## src/rtl/bram_operand_loader.sv

```systemverilog
// Operand-buffer sequencer: streams {A,B} pairs into the low/high halves of a
// dual-port RAM, then replays them as registered operands with a 2-cycle read pipeline.
module bram_operand_loader #(
    parameter int DATA_W = 20,
    parameter int ADDR_W = 10
) (
    input  logic                  clk,
    input  logic                  reset,
    input  logic [2*DATA_W-1:0]   in_data,
    input  logic                  in_valid,
    output logic                  in_ready,
    input  logic                  clear,
    input  logic                  play,
    input  logic                  loop_en,
    input  logic                  stop,
    output logic                  busy,
    output logic [ADDR_W-1:0]     count,
    output logic [ADDR_W-1:0]     ram_addr1,
    output logic [ADDR_W-1:0]     ram_addr2,
    output logic                  ram_we1,
    output logic                  ram_we2,
    output logic [DATA_W-1:0]     ram_data1,
    output logic [DATA_W-1:0]     ram_data2,
    input  logic [DATA_W-1:0]     ram_out1,
    input  logic [DATA_W-1:0]     ram_out2,
    output logic [DATA_W-1:0]     op_a,
    output logic [DATA_W-1:0]     op_b,
    output logic                  op_valid
);

    localparam int PTR_W = ADDR_W - 1;
    localparam logic [ADDR_W-1:0] HALF = {1'b1, {PTR_W{1'b0}}};

    typedef enum logic [1:0] {
        ST_LOAD,
        ST_PLAY,
        ST_FLUSH
    } state_t;

    state_t              state_q, state_d;
    logic [PTR_W-1:0]    wr_ptr_q, wr_ptr_d;
    logic [PTR_W-1:0]    rd_ptr_q, rd_ptr_d;
    logic [ADDR_W-1:0]   count_q, count_d;
    logic                s2_q;
    logic                op_valid_q;
    logic [DATA_W-1:0]   op_a_q, op_b_q;

    logic                ready;
    logic                we;
    logic                issue;
    logic [PTR_W-1:0]    issue_ptr;
    logic                last;

    always_comb begin
        state_d   = state_q;
        wr_ptr_d  = wr_ptr_q;
        rd_ptr_d  = rd_ptr_q;
        count_d   = count_q;
        ready     = 1'b0;
        we        = 1'b0;
        issue     = 1'b0;
        issue_ptr = rd_ptr_q;
        last      = ({1'b0, rd_ptr_q} == (count_q - ADDR_W'(1)));

        case (state_q)
            ST_LOAD: begin
                ready = reset && (count_q < HALF) && !play && !clear;
                if (clear) begin
                    wr_ptr_d = '0;
                    count_d  = '0;
                end else if (play && (count_q != '0)) begin
                    // Entry 0 is issued in the play cycle itself so op_valid
                    // appears two cycles after play; PLAY resumes at entry 1.
                    issue     = 1'b1;
                    issue_ptr = '0;
                    if ((count_q == ADDR_W'(1)) && !loop_en) begin
                        state_d = ST_FLUSH;
                    end else begin
                        state_d  = ST_PLAY;
                        rd_ptr_d = (count_q == ADDR_W'(1)) ? '0 : PTR_W'(1);
                    end
                end else if (in_valid && ready) begin
                    we       = 1'b1;
                    wr_ptr_d = wr_ptr_q + PTR_W'(1);
                    count_d  = count_q + ADDR_W'(1);
                end
            end

            ST_PLAY: begin
                if (stop) begin
                    state_d = ST_FLUSH;
                end else begin
                    issue = 1'b1;
                    if (last) begin
                        if (loop_en) begin
                            rd_ptr_d = '0;
                        end else begin
                            state_d = ST_FLUSH;
                        end
                    end else begin
                        rd_ptr_d = rd_ptr_q + PTR_W'(1);
                    end
                end
            end

            ST_FLUSH: begin
                if (!s2_q) begin
                    state_d = ST_LOAD;
                end
            end

            default: state_d = ST_LOAD;
        endcase
    end

    always_ff @(posedge clk or negedge reset) begin
        if (!reset) begin
            state_q    <= ST_LOAD;
            wr_ptr_q   <= '0;
            rd_ptr_q   <= '0;
            count_q    <= '0;
            s2_q       <= 1'b0;
            op_valid_q <= 1'b0;
            op_a_q     <= '0;
            op_b_q     <= '0;
        end else begin
            state_q    <= state_d;
            wr_ptr_q   <= wr_ptr_d;
            rd_ptr_q   <= rd_ptr_d;
            count_q    <= count_d;
            s2_q       <= issue;
            op_valid_q <= s2_q;
            if (s2_q) begin
                op_a_q <= ram_out1;
                op_b_q <= ram_out2;
            end
        end
    end

    // RAM ports idle at zero unless writing or issuing a read.
    always_comb begin
        ram_we1   = we;
        ram_we2   = we;
        ram_addr1 = '0;
        ram_addr2 = '0;
        ram_data1 = '0;
        ram_data2 = '0;
        if (we) begin
            ram_addr1 = {1'b0, wr_ptr_q};
            ram_addr2 = {1'b1, wr_ptr_q};
            ram_data1 = in_data[DATA_W-1:0];
            ram_data2 = in_data[2*DATA_W-1:DATA_W];
        end else if (issue) begin
            ram_addr1 = {1'b0, issue_ptr};
            ram_addr2 = {1'b1, issue_ptr};
        end
    end

    assign in_ready = ready;
    assign busy     = (state_q != ST_LOAD);
    assign count    = count_q;
    assign op_a     = op_a_q;
    assign op_b     = op_b_q;
    assign op_valid = op_valid_q;

endmodule

```

## config.mk

```make
export PLATFORM = sky130hd
export DESIGN_NAME = bram_operand_loader
export DESIGN_NICKNAME = d
export VERILOG_FILES = /design/src/rtl/bram_operand_loader.sv
export SDC_FILE = /design/constraint.sdc
export NUM_CORES = 1
export LEC_CHECK = 0
export BUFFER_PORTS_ARGS = -buffer_cell sky130_fd_sc_hd__buf_2
export CAP_MARGIN = 20
export CORE_MARGIN = 2
export CORE_UTILIZATION = 46
export CTS_CLUSTER_DIAMETER = 30
export DETAILED_ROUTE_END_ITERATION = 6
export GPL_ROUTABILITY_DRIVEN = 0
export GPL_TIMING_DRIVEN = 0
export PLACE_DENSITY = 0.79
export SYNTH_ARGS = -nofsm -noshare
export SYNTH_HDL_FRONTEND = slang
export SYNTH_SLANG_ARGS = --single-unit
```

## constraint.sdc

```tcl
create_clock -name clk -period 3.1 [get_ports clk]
set_input_delay 0.155 -clock clk [delete_from_list [all_inputs] [get_ports clk]]
set_output_delay 0.155 -clock clk [all_outputs]
set_load 0.01 [all_outputs]
```

==> flow_metrics.env <==
export IMPL_ys_types=51
export IMPL_async_flop_share=1.00
export IMPL_hold_class="in -> reg"
export IMPL_vias=3756
export IMPL_cp_max_fo=10
export IMPL_worst_slack_ns=0.202
export IMPL_p_leak_uw=0.00299
export IMPL_cp_top_family="compound AO/OA/AOI/OAI gates"
export IMPL_layout_commonest_cell="buf_2"
export IMPL_antenna_found_initial=0
export IMPL_start_util=0.477
export IMPL_clock_fmax_mhz=345
export IMPL_cts_buffer_depth=2
export IMPL_required_ns=3.34
export IMPL_p_per_area_nw_per_um2=642
export IMPL_final_cell_mix="buf_2, dfrtp_1, and3_1, mux2_2, nor2_1"
export IMPL_diodes=0
export IMPL_worst_setup_path_type="reg -> reg"
export IMPL_wl_per_cell_um=15.6
export IMPL_worst_pin_slew_ns=0.630
export IMPL_crit_top_cell="buf_4"
export IMPL_timing_final_crit_share=0.935
export IMPL_io_buffers=200
export IMPL_ys_seq_area_frac=0.455
export IMPL_firstDrtPassIters=4
export IMPL_grt_util_all_layers=0.236
export IMPL_fin_setup_tns_ns=0
export IMPL_tritoncts="yes"
export IMPL_clk_latency_ns=0.35
export IMPL_dieWidth_um=96.8
export IMPL_clock_skew_ns=0.0117
export IMPL_drt_iter0_markers=192
export IMPL_drc=0
export IMPL_path_cells="buf_6 -> or4_4 -> o31a_1 -> o2111ai_1 -> a2111oi_4 -> buf_4 -> a21oi_4 -> a211oi_4 -> buf_4 -> a221o_1"
export IMPL_synth_fp_nets=478
export IMPL_ant_nets=0
export IMPL_cts_made_buffers=9
export IMPL_dp_hpwl_mm=8.43
export IMPL_grt_pass1_vias=3765
export IMPL_crit_start="count[4]"
export IMPL_grt_max_degree=73
export IMPL_die_area_um2=9370
export IMPL_layout_min_cycle_time_ns=2.90
export IMPL_cts_root_buf="clkbuf_8"
export IMPL_die_height_um=96.8
export IMPL_vias_per_cell=5.29
export IMPL_r2r_start="count[4]"
export IMPL_synth_edf_count=0
export IMPL_synth_seq_cells=72
export IMPL_dp_slack_ns=-0.352
export IMPL_peakVddDrop_uv=326
export IMPL_yosys_warnings=0
export IMPL_cts_htree_levels=3
export IMPL_critPathSlowestCell="or4_4"
export IMPL_synthCells=386
export IMPL_cp_data_arrival_time_ns=3.14
export IMPL_synthFlopType="dfrtp_1"
export IMPL_core_um2=8300
export IMPL_wl_mm=11.1
export IMPL_clk_pin_slew_ns=0.09
export IMPL_hold_violations=0
export IMPL_io_pins=202
export IMPL_area_delta_synth_final_pct=35.7
export IMPL_nets=692
export IMPL_worstSetupEndpointType="flip-flop"
export IMPL_cpPeakStageDelay_ns=0.55
export IMPL_min_from="ram_out1[13]"
export IMPL_start_kind="flip-flop"
export IMPL_slew_limit_headroom=0.576
export IMPL_synth_area_um2=3960
export IMPL_cap_violations=0
export IMPL_finalSetupViolations=0
export IMPL_grt_overflow_total=0
export IMPL_syn_avg_cell_area_um2=10.3
export IMPL_rows=33
export IMPL_finalMaxSlewViolations=0
export IMPL_layout_drive_gt1_share=0.473
export IMPL_outcome="finished, final reports clean"
export IMPL_clkSinkCount=72
export IMPL_grt_pass1_wl_mm=17.9
export IMPL_critPathBufInv=3
[per-stage QoR]
step	cell area [um2]	cells	utilization	hold slack, ns	power (uW)
2_1_floorplan	3960	386	-	-0.141	2170
3_3_place_gp	5090	691	0.614	0.359	2650
3_5_place_dp	5100	691	0.614	0.344	2700
4_1_cts	5350	709	0.645	0.0118	3470
5_1_grt	5380	710	0.648	0.0123	3660
6_report	5380	710	0.648	0.0248	3450
[cell usage after synthesis, types with 3 or more instances]
master | instances | area share
dfrtp_1 | 72 | 0.45
and3_1 | 48 | 0.076
mux2_2 | 41 | 0.12
nor2_1 | 25 | 0.024
clkbuf_1 | 18 | 0.017
nand2_1 | 18 | 0.017
xor2_1 | 14 | 0.031
inv_1 | 13 | 0.012
buf_4 | 11 | 0.021
o21ai_0 | 10 | 0.013
a21oi_1 | 7 | 0.0088
nand3_1 | 7 | 0.0088
or3_1 | 7 | 0.011
nand2b_1 | 6 | 0.0095
nand4_1 | 6 | 0.0095
nor4_1 | 6 | 0.0095
a22o_1 | 5 | 0.011
buf_1 | 5 | 0.0047
ha_1 | 5 | 0.016
xnor2_1 | 5 | 0.011
nand3b_1 | 4 | 0.0076
a221o_1 | 3 | 0.0076
nor3_1 | 3 | 0.0038
nor3b_1 | 3 | 0.0057
o211ai_1 | 3 | 0.0057
o31a_1 | 3 | 0.0066
o31ai_1 | 3 | 0.0057
[power breakdown]
part | switching, uW | internal [uW]
sequential | 186 | 1250
clock | 374 | 376
combinational | 647 | 623
[worst register-to-register path: stages (launching register included)]
cell and delay (ns):
dfrtp_1 0.39, buf_6 0.15, or4_4 0.56, o31a_1 0.27, o2111ai_1 0.30, a2111oi_4 0.05, buf_4 0.18, a21oi_4 0.28
a211oi_4 0.07, buf_4 0.19, a221o_1 0.36
[cells by family (layout without fill, tap and decap cells)]
family / after synthesis / count (layout) / share of synthesized area
buffers and inverters: 50 / 269 / 0.0597
and+or+nand+nor: 145 / 145 / 0.205
adders and majority gates: 5 / 5 / 0.0158
xor gates and xnor gates: 19 / 19 / 0.0420
DFF: 72 / 72 / 0.455
muxes: 43 / 43 / 0.122
other: 1 / 1 / 0.000946
AOI/OAI and AO/OA: 51 / 51 / 0.100
[registers in the layout (all words and copies together) (netlist names)]
register / count
s2_q: 1
op_valid: 1
op_b: 20
op_a: 20
state_q: 2
count: 10
rd_ptr_q: 9
wr_ptr_q: 9
[repair_timing]
item	in CTS	in global routing
hold buffers	2	0
endpoints found under the hold margin	72	0
pin swaps	0	2
endpoints found under the setup margin	21	22
gates cloned	0	0
resized for setup	3	8
buffers inserted	0	2
[layout make-up]
type                            instances  area (um2)
Clock buffer                           10         128
Inverter                               15        56.3
Clock inverter                          6        68.8
Tap cell                              105         131
Multi-Input combinational cell        264        1950
Timing Repair Buffer                  204        1060
Sequential cell                        72        1800
Buffer                                 34         179
Fill cell                             660        2920
[per-layer routing]
layer | track usage | routed length, um | part of all wire | vias up
met3 | 0.0585 | 717 | 0.065 | 20
met2 | 0.424 | 5780 | 0.52 | 168
met1 | 0.277 | 4320 | 0.39 | 1781
li1 | - | - | - | 1787
met5 | 0 | 0 | 0 | -
met4 | 0.0758 | 259 | 0.023 | 0
[final timing paths]
check                              endpoint  slack [ns]  cells after the start
worst max register to register  rd_ptr_q[5]        0.20                     10
worst min register to register     op_valid        0.40                      0
min in group asynchronous          op_b[11]        0.40                      3
worst min-delay path               op_a[13]        0.02                      2
max in group asynchronous          count[0]        2.38                      3
worst max-delay path            rd_ptr_q[5]        0.20                     10
Power figures use the tool's default switching activity.
